$ cat src/rtl/fifo_wr_ctrl.sv
// Write-domain pointer/flag controller for the async FIFO: binary and Gray write
// pointers, memory strobe, and full/almost-full/level/overflow against the synced read pointer.
module fifo_wr_ctrl #(
   parameter int ADDR_WIDTH   = 3,
   parameter int AFULL_THRESH = 6
) (
   input  logic                  clk,
   input  logic                  rst_n,
   input  logic                  wr_en,
   input  logic                  clr_ovf,
   input  logic [ADDR_WIDTH:0]   wq2_rptr,
   output logic [ADDR_WIDTH-1:0] waddr,
   output logic                  wclken,
   output logic [ADDR_WIDTH:0]   wptr,
   output logic                  full,
   output logic                  almost_full,
   output logic [ADDR_WIDTH:0]   wlevel,
   output logic                  overflow
);

   localparam int            PW    = ADDR_WIDTH + 1;
   localparam logic [PW-1:0] AF_TH = PW'(AFULL_THRESH);
   // Full when the write Gray pointer equals the read Gray pointer with its two MSBs flipped.
   localparam logic [PW-1:0] FULL_MASK = {2'b11, {(PW-2){1'b0}}};

   logic [PW-1:0] wbin;
   logic [PW-1:0] wbin_next;
   logic [PW-1:0] wgray_next;
   logic [PW-1:0] rbin_s;
   logic [PW-1:0] wlevel_next;
   logic          full_next;
   logic          almost_full_next;

   assign wclken = wr_en & ~full & rst_n;
   assign waddr  = wbin[ADDR_WIDTH-1:0];

   // Gray-to-binary: each binary bit is the XOR of all Gray bits at or above it.
   always_comb begin
      rbin_s = '0;
      for (int i = 0; i < PW; i++) rbin_s[i] = ^(wq2_rptr >> i);
   end

   always_comb begin
      wbin_next        = wbin + {{(PW-1){1'b0}}, wclken};
      wgray_next       = (wbin_next >> 1) ^ wbin_next;
      full_next        = (wgray_next == (wq2_rptr ^ FULL_MASK));
      wlevel_next      = wbin_next - rbin_s;
      almost_full_next = (wlevel_next >= AF_TH);
   end

   always_ff @(posedge clk) begin
      if (!rst_n) begin
         wbin        <= '0;
         wptr        <= '0;
         full        <= 1'b0;
         almost_full <= 1'b0;
         wlevel      <= '0;
         overflow    <= 1'b0;
      end else begin
         wbin        <= wbin_next;
         wptr        <= wgray_next;
         full        <= full_next;
         almost_full <= almost_full_next;
         wlevel      <= wlevel_next;
         // A rejected write outranks a clear arriving in the same cycle.
         if (wr_en && full)
            overflow <= 1'b1;
         else if (clr_ovf)
            overflow <= 1'b0;
      end
   end

endmodule

$ cat config.mk
export PLATFORM = sky130hd
export DESIGN_NAME = fifo_wr_ctrl
export DESIGN_NICKNAME = d
export VERILOG_FILES = /design/src/rtl/fifo_wr_ctrl.sv
export SDC_FILE = /design/constraint.sdc
export NUM_CORES = 1
export LEC_CHECK = 0
export ABC_AREA = 1
export CAP_MARGIN = 20
export CORE_UTILIZATION = 41
export CTS_BUF_LIST = sky130_fd_sc_hd__clkbuf_4 sky130_fd_sc_hd__clkbuf_8
export CTS_CLUSTER_DIAMETER = 30
export DETAILED_ROUTE_END_ITERATION = 16
export PLACE_DENSITY_LB_ADDON = 0.3
export SETUP_SLACK_MARGIN = 0.15
export SYNTH_ARGS = -nofsm -noshare
export SYNTH_HDL_FRONTEND = slang
export SYNTH_SLANG_ARGS = --single-unit
$ cat constraint.sdc
create_clock -name clk -period 3 [get_ports clk]
set_input_delay 0.45 -clock clk [delete_from_list [all_inputs] [get_ports clk]]
set_output_delay 0.45 -clock clk [all_outputs]
set_load 0.01 [all_outputs]
==> results of run 1 <==
-- worst max-delay path: cells and delay by family --
| family | cells | cell delay [ns] |
|---|---|---|
| adders and majority gates | 3 | 0.76 |
| AOI/OAI and AO/OA | 1 | 0.18 |
| and+or+nand+nor | 8 | 0.78 |
| buffers and inverters | 2 | 0.56 |
-- worst paths after layout --
kind,startpoint,endpoint,slack (ns),cells past startpoint
worst max-delay path,wr_en,almost_full,0.45,14
worst max register to register,full,almost_full,0.80,12
worst min-delay path,overflow,overflow,0.47,2
worst min register to register,overflow,overflow,0.47,2
-- cells in the final DEF, fill, tap and decap left out, drive strengths merged, types with 2 or more instances in the layout --
cell           count
dfxtp             14
a21oi              5
ha                 5
buf                2
inv               14
nand3             10
clkbuf             4
nand2             31
xnor2              3
clkdlybuf4s50     22
nand4              2
nor2              10
-- cell type report --
class | count | area share
Multi-Input combinational cell | 71 | 0.3848
Sequential cell | 14 | 0.2745
Timing Repair Buffer | 24 | 0.2304
Inverter | 15 | 0.05515
Clock buffer | 4 | 0.03554
Tap cell | 16 | 0.01961
-- registers in the layout, summed over array words and instances (netlist names) --
signal	flops
almost_full	1
full	1
overflow	1
wbin	3
wlevel	4
wptr	4
-- stage by stage --
step	instance area, µm²	power (mW)	setup slack [ns]	cells	hold slack, ns
CTS	1021	0.4906	0.4360	144	0.4782
global route	1021	0.5104	0.2682	144	0.5082
global placement	984.7	0.3491	0.2665	140	0.4500
floorplan	729.5	0.2891	0.7078	100	0.4827
finish	1021	0.4845	0.4453	144	0.4665
detailed placement	984.7	0.3557	0.1503	140	0.4651
-- cells by family (layout without fill, tap and decap cells) --
group	after synthesis	after routing	share of synthesized area
AND/OR/NAND/NOR	55	55	0.3156
buffers and inverters	15	43	0.07718
flip-flops	14	14	0.3842
adder cells (fa/ha/maj)	6	6	0.1132
AO/OA/AOI/OAI	6	6	0.04115
XOR/XNOR	4	4	0.06863
-- synthesized netlist by cell type, drive strengths merged --
master	n
xnor2	3
nand3b	1
clkinv	1
inv	14
ha	5
nand4	2
dfxtp	14
o21ai	1
a21oi	5
nor2b	1
nor2	10
xor2	1
fa	1
nand3	10
nand2	31
-- power breakdown --
group / total [mW] / internal, mW / switching (mW)
Clock: 0.134 / 0.0738 / 0.0603
Combinational: 0.140 / 0.0727 / 0.0678
Sequential: 0.210 / 0.204 / 0.00546
Total: 0.484 / 0.351 / 0.134
-- routing by layer --
layer | vias to the layer above | track usage | share of wire
met2 | 25 | 0.3206 | 0.52
met4 | 0 | 0.09091 | 0.020
li1 | 367 | - | -
met5 | - | 0 | 0
met1 | 340 | 0.1883 | 0.41
met3 | 4 | 0.02449 | 0.051
==> results.md, run 1 <==
* Layout Utilization at 0.6476
* Multi-input logic area at 392.9 µm²
* Io pins at 23
* RSZ-0062 raised after global routing: false
* Mean Syn Cell Area at 7.295 µm²
* CTS tree: yes
* Crit path max fanout at 4
* Slowest stage delay, CP at 0.48 ns
* Clk root buf: clkbuf_4
* Largest net degree at the start of global routing at 10
* CTS Hold Buffers Added at 0
* Per-cell routed wire length at 11.18 µm
* Vert. Die Dim at 44.18 µm
* Nets at 143
* Status: completed
* Initial core utilization at 0.4627
* Clk_lat worst skew at 0.28 ns
* Initial DRC Count at 25
* Final Hold Fails at 0
* Slew Limit Fails at 0
* PD cells at 474.5 nW/µm²
* ANT cells at 0
* CTS H-tree depth at 1
* Fillers at 156
* Resized cells post-CTS at 0
* Clock period minus worst slack at 2.555 ns
* Core Rows at 14
* Leakage at 0.4975 nW
* Worst VDD drop at 0.0003058 V
* CP Capture Type: flop
* Slowest CP cell: clkdlybuf4s50_1
* CTS buffer count at 3
* Total grt overflow at 0
* Worst-Margin Slew at 0.2366 ns
* Register area at 280.3 µm²
* Final ANT Viol Nets at 0
* DRC viols at 0
* Layout overhead on the synthesized area at 39.97%
* Drt pass-1 iters at 6
* Initial antenna violation count at 0
* Cells after Synth at 100
* Die Wd at 44.18 µm
* Setup TNS Final at 0 ns
* Net Count, Synth at 114
* Final wirelength at 1610 µm
* Port Buffers at 22
* Total number of vias at 736
* Worst slew margin at 0.8413
* Tot GR Track Use at 0.1732
* CP required at 3.17 ns
* Top post-synthesis cells by area: dfxtp_1 (38%), nand2_1 (16%), ha_1 (8.6%)
* Skew final at 0.003140 ns
* Register bit total from synthesis at 14
* Worst Path Arrival at 2.73 ns
* Crit-path cells: clkdlybuf4s50_1 -> nand2_1 -> nor2_1 -> ha_1 -> ha_1 -> nand2_1 -> nand2_1 -> inv_1 -> ha_1 -> a21oi_1 -> nor2b_1 -> nand3_1 -> nand3_1 -> nand2_1
* Clk buf depth at 2
* Yosys top cell by area: dfxtp_1
* Dpl hpwl at 1300 µm
* # Post-CTS Setup Buffers at 0
* Distinct cells, synth at 16
* DR vias/cell at 5.111
* CP Launch Type: input port
* Endpoints failing setup at 0
* Max cap viols at 0
* Ys Warns at 0
* Register area share after synthesis at 0.3842
* Synth top area share at 0.3842
* Critical Path Most Common Cell: nand2_1
* Reg clk slew, reported paths at 0.08 ns
* Die ar. at 1952 µm²
* Layout cell share with drive strength beyond 1 at 0.06250
* Area of the core at 1577 µm²
* Clock Sinks at 14
* First-pass GRT wire length at 2477 µm
* Vias in the first global route at 649
* Worst Setup Path Type: input port to flop
* Worst min-delay path class: flop to flop
* Max Fclk at 391.4 MHz
* Mapped Area at 729.5 µm²
* Final Cycle Share at 0.8516
* Final GP Congestion at 0.8216
Power figures use the tool's default switching activity.
==> run 2, diff against run 1 <==
--- a/constraint.sdc
+++ b/constraint.sdc
@@ -3,2 +3,2 @@
 set_output_delay 0.45 -clock clk [all_outputs]
-set_load 0.01 [all_outputs]
+set_load 0.02 [all_outputs]
==> results of run 2 <==
The final DEF is identical to that of run 1. Status: completed.
Among the figures that moved: total power 0.4845 mW -> 0.4993 mW; worst IR drop on VDD 0.0003058 V -> 0.0003199 V
==> run 3, diff against run 2 <==
Settings changed: CORE_UTILIZATION 41 to 50.
==> run 3 against run 2 <==
Against the previous run: hold slack worse by 0.0044 ns; register-to-register slack improved by 0.06 ns; sequential share of layout area about the same; worst setup slack improved by 0.063 ns; clock power about the same; clock skew rose by 0.0076 ns; total power about the same; critical path type unchanged; clock-buffer cell count did not move; global-route usage is 6.1 points higher; cell count fell by 0.69%; combinational power is essentially flat.
==> results.md, run 3 (synthesis gave the netlist of run 1 again) <==
* Status: completed
* Multi-input logic area at 392.9 µm² (unchanged)
* Clk_lat worst skew at 0.28 ns (about the same)
* Final hold slack at 0.4621 ns (-0.004422 ns)
* Core Rows at 13 (-1)
* Worst Path Arrival at 2.66 ns (-0.07 ns)
* Setup TNS Final at 0 ns (unchanged)
* Finished Layout Cells at 143 (-0.69%)
* Register area at 280.3 µm² (unchanged)
* Reg clk slew, reported paths at 0.08 ns (about the same)
* CP Capture Type: flop
* Nets at 143 (unchanged)
* Worst min-delay path class: flop to flop
* Layout overhead on the synthesized area at 39.79%
* Layout Utilization at 0.7645 (+0.1169)
* Final ANT Viol Nets at 0 (unchanged)
* Port Buffers at 22 (unchanged)
* CP required at 3.17 ns (about the same)
* PD cells at 489.9 nW/µm²
* Initial DRC Count at 20 (-20%)
* Final worst slack at 0.5079 ns (+0.06257 ns)
* Worst Setup Path Type: input port to flop
* Max cap viols at 0 (unchanged)
* Design Area, Final at 1020 µm² (-0.12%)
* Final GP Congestion at 0.8140 (-0.93%)
* Most frequent cells in the layout: nand2_1 (31), clkdlybuf4s50_1 (22), inv_1 (14), dfxtp_1 (14)
* CTS buffer count at 3 (unchanged)
* Layout cell share with drive strength beyond 1 at 0.06250 (unchanged)
* Area of the core at 1334 µm² (-15%)
* CP Launch Type: input port
* Max Fclk at 401.3 MHz (+2.5%)
* Leakage at 0.4975 nW (unchanged)
* FF-to-FF setup slack at 0.86 ns (+0.06 ns)
* Io pins at 23 (unchanged)
* Resized cells post-CTS at 0 (unchanged)
* Skew final at 0.01075 ns (+0.007613 ns)
* Total grt overflow at 0 (unchanged)
* Initial antenna violation count at 0 (unchanged)
* Endpoints failing setup at 0 (unchanged)
* Die ar. at 1616 µm² (-17%)
* Placed Cells at 139 (-0.71%)
* RSZ-0062 raised after global routing: false
* Worst-Margin Slew at 0.2551 ns (+0.01852 ns)
* CTS Hold Buffers Added at 0 (unchanged)
* Dpl ws at 0.1944 ns (+0.04407 ns)
* Worst VDD drop at 0.0003728 V
* Final Hold Fails at 0 (unchanged)
* R2R depth at 12 (unchanged)
* FF-to-FF End: almost_full
* R2R Path Start: full
* CTS tree: yes
* CTS H-tree depth at 1 (unchanged)
* CP startpoint: rst_n
* Initial core utilization at 0.5469 (+0.08421)
* Total number of vias at 707 (-3.9%)
* Die Wd at 40.20 µm (-9.0%)
* Vias in the first global route at 614 (-5.4%)
* Largest regs: wlevel: 4 flops, wptr: 4 flops, wbin: 3 flops
* Placed cell areas at 983.4 µm² (-0.13%)
* Clock Sinks at 14 (unchanged)
* Vert. Die Dim at 40.20 µm (-9.0%)
* Tot GR Track Use at 0.2344 (+0.06124)
* Clock period minus worst slack at 2.492 ns (-0.06257 ns)
* ANT cells at 0 (unchanged)
* Fillers at 109 (-30%)
* Clk buf depth at 2 (unchanged)
* DR vias/cell at 4.944 (-3.3%)
* Worst slew margin at 0.8289 (-0.01242)
* Tot Pwr at 499.6 µW
* Per-cell routed wire length at 10.50 µm (-6.1%)
* Final Cycle Share at 0.8307 (-0.02086)
* DRC viols at 0 (unchanged)
* Critical path capture point: almost_full
* Crit path max fanout at 4 (unchanged)
* Largest net degree at the start of global routing at 10 (unchanged)
* Drt pass-1 iters at 4 (-2)
* Leading cell type in the layout, fill and taps excluded: nand2_1
* Final wirelength at 1502 µm (-6.7%)
* Dpl hpwl at 1254 µm (-3.5%)
* First-pass GRT wire length at 2470 µm (-0.28%)
* Slew Limit Fails at 0 (unchanged)
* # Post-CTS Setup Buffers at 0 (unchanged)
* Clk root buf: clkbuf_4
## run 3: cell counts in the layout (fill, tap and decap cells not counted)
No cell type changed its count.
## run 3: worst max-delay path: stages
cell and delay (ns):
clkdlybuf4s50_1 0.48, nand2_1 0.05, nor2_1 0.12, ha_1 0.23
ha_1 0.18, nand2_1 0.07, nand2_1 0.09, inv_1 0.08
ha_1 0.35, a21oi_1 0.17, nor2b_1 0.15, nand3_1 0.08
nand3_1 0.11, nand2_1 0.05
## run 3: how the worst min path moves through the flow
stage                     slack, ns  depth (start not counted)     start  endpoint
after global placement         0.45                          2  overflow  overflow
final                          0.46                          2  overflow  overflow
after detailed placement       0.45                          2  overflow  overflow
after global routing           0.48                          2  overflow  overflow
after CTS                      0.47                          2  overflow  overflow
after floorplan                0.54                          2  overflow  overflow
## run 3: power breakdown
part           internal (mW)  total (mW)  switching, mW
clock                 0.0737       0.135         0.0617
combinational         0.0735       0.155         0.0811
sequential             0.204       0.210        0.00522
## run 3: layout make-up
type,instances,area share
timing repair buffer,24,0.2307
inverter,15,0.05521
clock buffer,4,0.03558
sequential,14,0.2748
multi-input combinational,71,0.3853
tap,15,0.01840
## run 3: metal layers
metal,part of all wire,track usage
met3,0.035,0.03333
met4,0.011,0.1000
met2,0.52,0.4395
met1,0.43,0.2585
met5,0,0
